## src/rtl/wishbone_slave_regbank.sv

```systemverilog
// Wishbone slave register bank: control, status, scratch registers,
// programmable wait states and a level interrupt for bus bring-up.
//
// Ports:
//   clk, rst      system clock, synchronous active-high reset
//   wbs_adr_i     word address, only [7:0] decoded
//   wbs_dat_i     write data
//   wbs_dat_o     read data, valid with wbs_ack_o
//   wbs_stb_i     strobe
//   wbs_cyc_i     cycle valid
//   wbs_we_i      1 = write, 0 = read
//   wbs_msk_i     reserved, ignored
//   wbs_sel_i     byte lane enables
//   wbs_ack_o     single-cycle acknowledge
//   wbs_int_o     interrupt level (pending & enable)
//
// Build option: define WBS_BYTE_SEL_EN to honour wbs_sel_i on writes.
// Without it every write updates the whole word.

module wishbone_slave_regbank #(
   parameter int NUM_REGS    = 4,
   parameter int WAIT_STATES = 0
) (
   input  logic        clk,
   input  logic        rst,
   input  logic [31:0] wbs_adr_i,
   input  logic [31:0] wbs_dat_i,
   output logic [31:0] wbs_dat_o,
   input  logic        wbs_stb_i,
   input  logic        wbs_cyc_i,
   input  logic        wbs_we_i,
   input  logic        wbs_msk_i,
   input  logic [3:0]  wbs_sel_i,
   output logic        wbs_ack_o,
   output logic        wbs_int_o
);

   typedef enum logic [1:0] {
      S_IDLE,
      S_WAIT,
      S_ACK,
      S_REL
   } state_t;

   localparam bit         NO_WAIT = (WAIT_STATES == 0);
   localparam logic [3:0] WS_LOAD = 4'(WAIT_STATES);

   state_t      state;
   logic [3:0]  wait_cnt;
   logic [31:0] scr [NUM_REGS];
   logic        int_enable;
   logic        int_pending;
   logic [15:0] wr_count;

   logic [7:0]  adr;
   logic        go;
   logic        commit;
   logic        is_ctrl;
   logic        scr_hit;
   logic        lane_ok;
   logic        ctrl_ok;
   logic [31:0] rd_data;
   logic [31:0] byte_mask;
   logic        unused_ok;

   assign adr     = wbs_adr_i[7:0];
   assign go      = wbs_stb_i & wbs_cyc_i;
   assign is_ctrl = (adr == 8'h00);

   // The access is performed on the edge that enters ACK, using the
   // bus values present on that edge.
   assign commit = go & ((state == S_IDLE && NO_WAIT) |
                         (state == S_WAIT && wait_cnt == 4'd1));

`ifdef WBS_BYTE_SEL_EN
   assign byte_mask = {{8{wbs_sel_i[3]}}, {8{wbs_sel_i[2]}},
                       {8{wbs_sel_i[1]}}, {8{wbs_sel_i[0]}}};
   assign lane_ok   = |wbs_sel_i;
   assign ctrl_ok   = wbs_sel_i[0];
   assign unused_ok = ^{wbs_msk_i, wbs_adr_i[31:8]};
`else
   assign byte_mask = '1;
   assign lane_ok   = 1'b1;
   assign ctrl_ok   = 1'b1;
   assign unused_ok = ^{wbs_msk_i, wbs_sel_i, wbs_adr_i[31:8]};
`endif

   always_comb begin
      rd_data = '0;
      scr_hit = 1'b0;
      if (adr == 8'h00) begin
         rd_data = {31'b0, int_enable};
      end else if (adr == 8'h01) begin
         rd_data = {int_pending, 15'b0, wr_count};
      end
      for (int i = 0; i < NUM_REGS; i++) begin
         if (adr == 8'(i + 2)) begin
            rd_data = scr[i];
            scr_hit = 1'b1;
         end
      end
   end

   always_ff @(posedge clk) begin
      if (rst) begin
         state       <= S_IDLE;
         wait_cnt    <= '0;
         wbs_ack_o   <= 1'b0;
         wbs_dat_o   <= '0;
         wbs_int_o   <= 1'b0;
         int_enable  <= 1'b0;
         int_pending <= 1'b0;
         wr_count    <= '0;
         for (int i = 0; i < NUM_REGS; i++) begin
            scr[i] <= '0;
         end
      end else begin
         wbs_ack_o <= 1'b0;
         // Interrupt is a registered copy, one cycle behind pending.
         wbs_int_o <= int_pending & int_enable;

         unique case (state)
            S_IDLE: begin
               if (go) begin
                  if (NO_WAIT) begin
                     state <= S_ACK;
                  end else begin
                     wait_cnt <= WS_LOAD;
                     state    <= S_WAIT;
                  end
               end
            end
            S_WAIT: begin
               // Master abort: drop back without ack or update.
               if (!go) begin
                  state <= S_IDLE;
               end else begin
                  wait_cnt <= wait_cnt - 4'd1;
                  if (wait_cnt == 4'd1) begin
                     state <= S_ACK;
                  end
               end
            end
            S_ACK: begin
               state <= S_REL;
            end
            S_REL: begin
               // Hold off until strobe drops so one request
               // is never acked twice.
               if (!wbs_stb_i) begin
                  state <= S_IDLE;
               end
            end
            default: begin
               state <= S_IDLE;
            end
         endcase

         if (commit) begin
            wbs_ack_o <= 1'b1;
            wbs_dat_o <= wbs_we_i ? '0 : rd_data;
            if (wbs_we_i && is_ctrl && ctrl_ok) begin
               int_enable <= wbs_dat_i[0];
               if (wbs_dat_i[1]) begin
                  int_pending <= 1'b0;
               end
            end
            // Placed after the clear so a coincident set wins.
            if (wbs_we_i && scr_hit && lane_ok) begin
               for (int i = 0; i < NUM_REGS; i++) begin
                  if (adr == 8'(i + 2)) begin
                     scr[i] <= (scr[i] & ~byte_mask) |
                               (wbs_dat_i & byte_mask);
                  end
               end
               wr_count <= wr_count + 16'd1;
               if (int_enable) begin
                  int_pending <= 1'b1;
               end
            end
         end
      end
   end

endmodule

```

## config.mk

```make
export PLATFORM = sky130hd
export DESIGN_NAME = wishbone_slave_regbank
export DESIGN_NICKNAME = d
export VERILOG_FILES = /design/src/rtl/wishbone_slave_regbank.sv
export SDC_FILE = /design/constraint.sdc
export NUM_CORES = 1
export LEC_CHECK = 0
export CAP_MARGIN = 20
export CORE_MARGIN = 4
export CORE_UTILIZATION = 50
export DETAILED_ROUTE_END_ITERATION = 10
export PLACE_DENSITY = 0.7
export SLEW_MARGIN = 25
export SYNTH_ARGS = -nofsm -noshare
export SYNTH_HDL_FRONTEND = slang
export SYNTH_SLANG_ARGS = --single-unit
```

## constraint.sdc

```tcl
create_clock -name clk -period 6.89 [get_ports clk]
set_input_delay 1.0335 -clock clk [delete_from_list [all_inputs] [get_ports clk]]
set_output_delay 1.0335 -clock clk [all_outputs]
set_load 0.01 [all_outputs]
```

==> run_results.csv <==
group,metric,value,unit
placement,place_ws,2.40,ns
sta,hold_violations,0,
setup_path,required,6.98,ns
global_route,grt_pass1_vias,5829,
die,io_pins,108,
clock_tree,postCtsSetupBuffers,0,
die,die_x,136,um
global_route,grt_max_degree,54,
sta,period_needed,3.94,ns
placement,port_buffers,78,
route,via_per_inst,5.88,
yosys,synth_area_leaders,"edfxtp_1, dfxtp_1, and2_1",
power,leakagePower,3.48,nW
setup_path,rrSetupSlack,3.61,ns
sta,fin_skew,0.00784,ns
clock_tree,cts_buffer_depth,2,
route,wl,19400,um
status,status,"complete, no violations",
clock_tree,cts_tree,"built",
job,drv_cap,0,
sta,worst_slew_margin_rel,0.378,
route,dr.pass1.iters,5,
placement,gp_congestion,0.851,
yosys,yosys.area_share.adder,0.00459,
yosys,synth_area,8190,um2
sta,clock.fmax,0.254,GHz
yosys,netlist-cell-type-count,48,
global_route,grt.overflow.total,0,
yosys,yosys.area_share.simple,0.180,
min_path,min_path_type,"reg2reg",
setup_path,r2r_end,"scr[2][2]$_SDFFCE_PN0P_",
min_path,min_from,"wbs_dat_o[29]$_SDFFE_PP0P_",
sta,setup_viol,0,
setup_path,critPathMaxStageDelay,0.80,ns
sta,fin_tns_setup,0,ns
sta,worstMarginPinSlew,0.933,ns
sta,drv_slew,0,
sta,rsz0062_at_grt,"false",
yosys,ys_seq_area_frac,0.611,
route,drtIter0Drc,500,
setup_path,crit_path_cell_trace,"clkdlybuf4s50_1 > nor4_1 > o2111ai_2 > o31ai_4 > buf_4",
setup_path,start_kind,"input port",
min_path,hold_depth,1,
die,start_util,0.513,
yosys,synthCells,670,
setup_path,critPathMaxFanout,23,
final_layout,antenna_cells,0,
route,ant_nets,0,
clock_tree,clk_latency,0.43,ns
yosys,yosys_warnings,0,
clock_tree,post_cts_resized,0,
yosys,synth_flop_cell,"edfxtp_1",
clock_tree,cts.sinks,186,
setup_path,timing.rr.start,"wait_cnt[0]$_SDFFE_PP0P_",
yosys,synth_compound_area_frac,0.120,
clock_tree,htree_levels,4,
final_layout,area_growth,20.2,%
clock_tree,clk_pin_slew_worst_paths,0.06,ns
route,avgRoutedWirePerCell,20.2,um
setup_path,worst-setup-path-type,"in2reg",
die,core,15900,um2
die,die-area,18500,um2
route,drc,0,
placement,placed_area,9230,um2
yosys,postSynthAreaPerCell,12.2,um2
final_layout,drive_gt1_frac,0.0976,
power,ir_worst_vdd,0.175,mV
yosys,synth_edf_count,128,
final_layout,final_cell_area,9840,um2
yosys,synth-seq-cells,186,
global_route,grt.total_usage,0.217,
yosys,synth_top_family_by_area,"simple AND/OR/NAND/NOR gates",
die,row_count,46,
sta,hold_slack,0.471,ns
setup_path,rr_worst_depth,5,
global_route,grt_pass1_wl,30500,um
sta,fin_ws,2.95,ns
clock_tree,ctsHoldBuffers,0,
route,vias,5668,
setup_path,crit_path_top_delay_cell,"o31ai_4",
yosys,async_reset_ff_frac,0,
sta,period_share,0.571,
global_route,antenna_found_initial,0,
setup_path,worstPathArrival,4.03,ns
final_layout,finish.net_count,812,
yosys,synth_top_area_frac,0.470,
min_path,min_to,"wbs_dat_o[29]$_SDFFE_PP0P_",
yosys,synth_xor_area_frac,0.00428,
setup_path,endpoint_kind,"register",
placement,dp_hpwl,11600,um
yosys,syn_nets,747,
yosys,synth_mux_area_frac,0.0515,
clock_tree,cts_buffers,17,
yosys,synth_top_cell_by_area,"edfxtp_1",
power,power.density,236,nW/um2
clock_tree,root_buffer,"clkbuf_16",
die,die_h,136,um
-- routing by layer --
layer	track usage	vias to the layer above	part of all wire
li1	-	2632	-
met1	0.273	2796	0.42
met2	0.358	199	0.49
met3	0.0625	41	0.069
met4	0.0806	0	0.020
met5	0	-	0
-- Yosys cell counts (2+ instances only) --
library cell	number
or3_1	3
edfxtp_1	128
and2_1	129
o21ai_0	6
dfxtp_1	58
o22ai_1	23
a22oi_1	7
o32ai_1	9
nand4_1	4
clkbuf_1	41
nand3_1	9
and3_1	2
buf_1	8
xor2_1	3
nor3_1	4
mux2i_1	32
mux2_2	7
and4_1	3
a22o_1	8
o31ai_1	14
a32o_1	24
ha_1	3
a211oi_1	3
nor2_1	30
o211ai_1	3
nand2b_1	21
or4_1	12
or2b_1	5
or4_4	2
inv_1	9
o41ai_1	2
nor4_1	4
and4b_1	2
nand2_1	9
a21oi_1	29
nand3b_1	2
-- placed cells by master (no fill, tap or decap), drive strengths merged, types with 20 or more instances in the layout --
cell type,n
dfxtp,58
edfxtp,128
a32o,24
nand2b,21
nor2,30
clkdlybuf4s50,77
buf,20
o22ai,23
clkbuf,23
mux2i,32
a21oi,29
and2,129
-- worst max-delay path, delay by kind of cell --
family,cells,cell delay [ns]
AOI/OAI and AO/OA,2,1.33
buffers and inverters,2,0.89
and+or+nand+nor,1,0.76
-- area by class of cell --
class	instances	area [um2]
Clock buffer	23	499
Tap cell	216	270
Clock inverter	9	85.1
Timing Repair Buffer	97	921
Multi-Input combinational cell	424	3030
Fill cell	1251	6100
Sequential cell	186	5000
Inverter	9	33.8
-- worst max-delay path by stage --
| stage | startpoint | to | slack (ns) | cells past startpoint |
|---|---|---|---|---|
| after global placement | wbs_adr_i[4] | scr[0][28]$_SDFFCE_PN0P_ | 2.45 | 6 |
| after floorplan | wbs_adr_i[4] | scr[0][0]$_SDFFCE_PN0P_ | 1.11 | 4 |
| final | wbs_adr_i[4] | scr[2][2]$_SDFFCE_PN0P_ | 2.95 | 5 |
| after global routing | wbs_adr_i[4] | scr[2][2]$_SDFFCE_PN0P_ | 2.78 | 5 |
| after CTS | wbs_adr_i[4] | scr[0][16]$_SDFFCE_PN0P_ | 2.83 | 6 |
| after detailed placement | wbs_adr_i[4] | scr[0][16]$_SDFFCE_PN0P_ | 2.40 | 6 |
-- cells by family after synthesis --
logic type / Yosys count
flip-flops: 186
AND/OR/NAND/NOR: 245
multiplexers: 40
buffers and inverters: 60
AO/OA/AOI/OAI: 132
XOR/XNOR: 4
adder cells (fa/ha/maj): 3
-- power breakdown --
group	switching (W)	total (W)	leakage (nW)	internal [W]
clock	0.000410	0.000959	0.285	0.000549
sequential	0.00000856	0.00122	1.80	0.00121
combinational	0.0000825	0.000136	1.39	0.0000538
total	0.000501	0.00232	3.48	0.00182
-- state kept, by name, summed over array words and instances, names as in the netlist --
signal / flops
wait_cnt: 4
wr_count: 16
wbs_int_o: 1
wbs_ack_o: 1
int_enable: 1
state: 2
int_pending: 1
wbs_dat_o: 32
scr: 128
-- stage by stage --
stage	cells	util	total power (W)
final	964	0.617	0.00232
after global placement	932	0.579	0.00138
after floorplan	670	-	0.00132
after global routing	964	0.617	0.00239
after detailed placement	932	0.579	0.00138
after CTS	964	0.616	0.00233
Power figures use the tool's default switching activity.
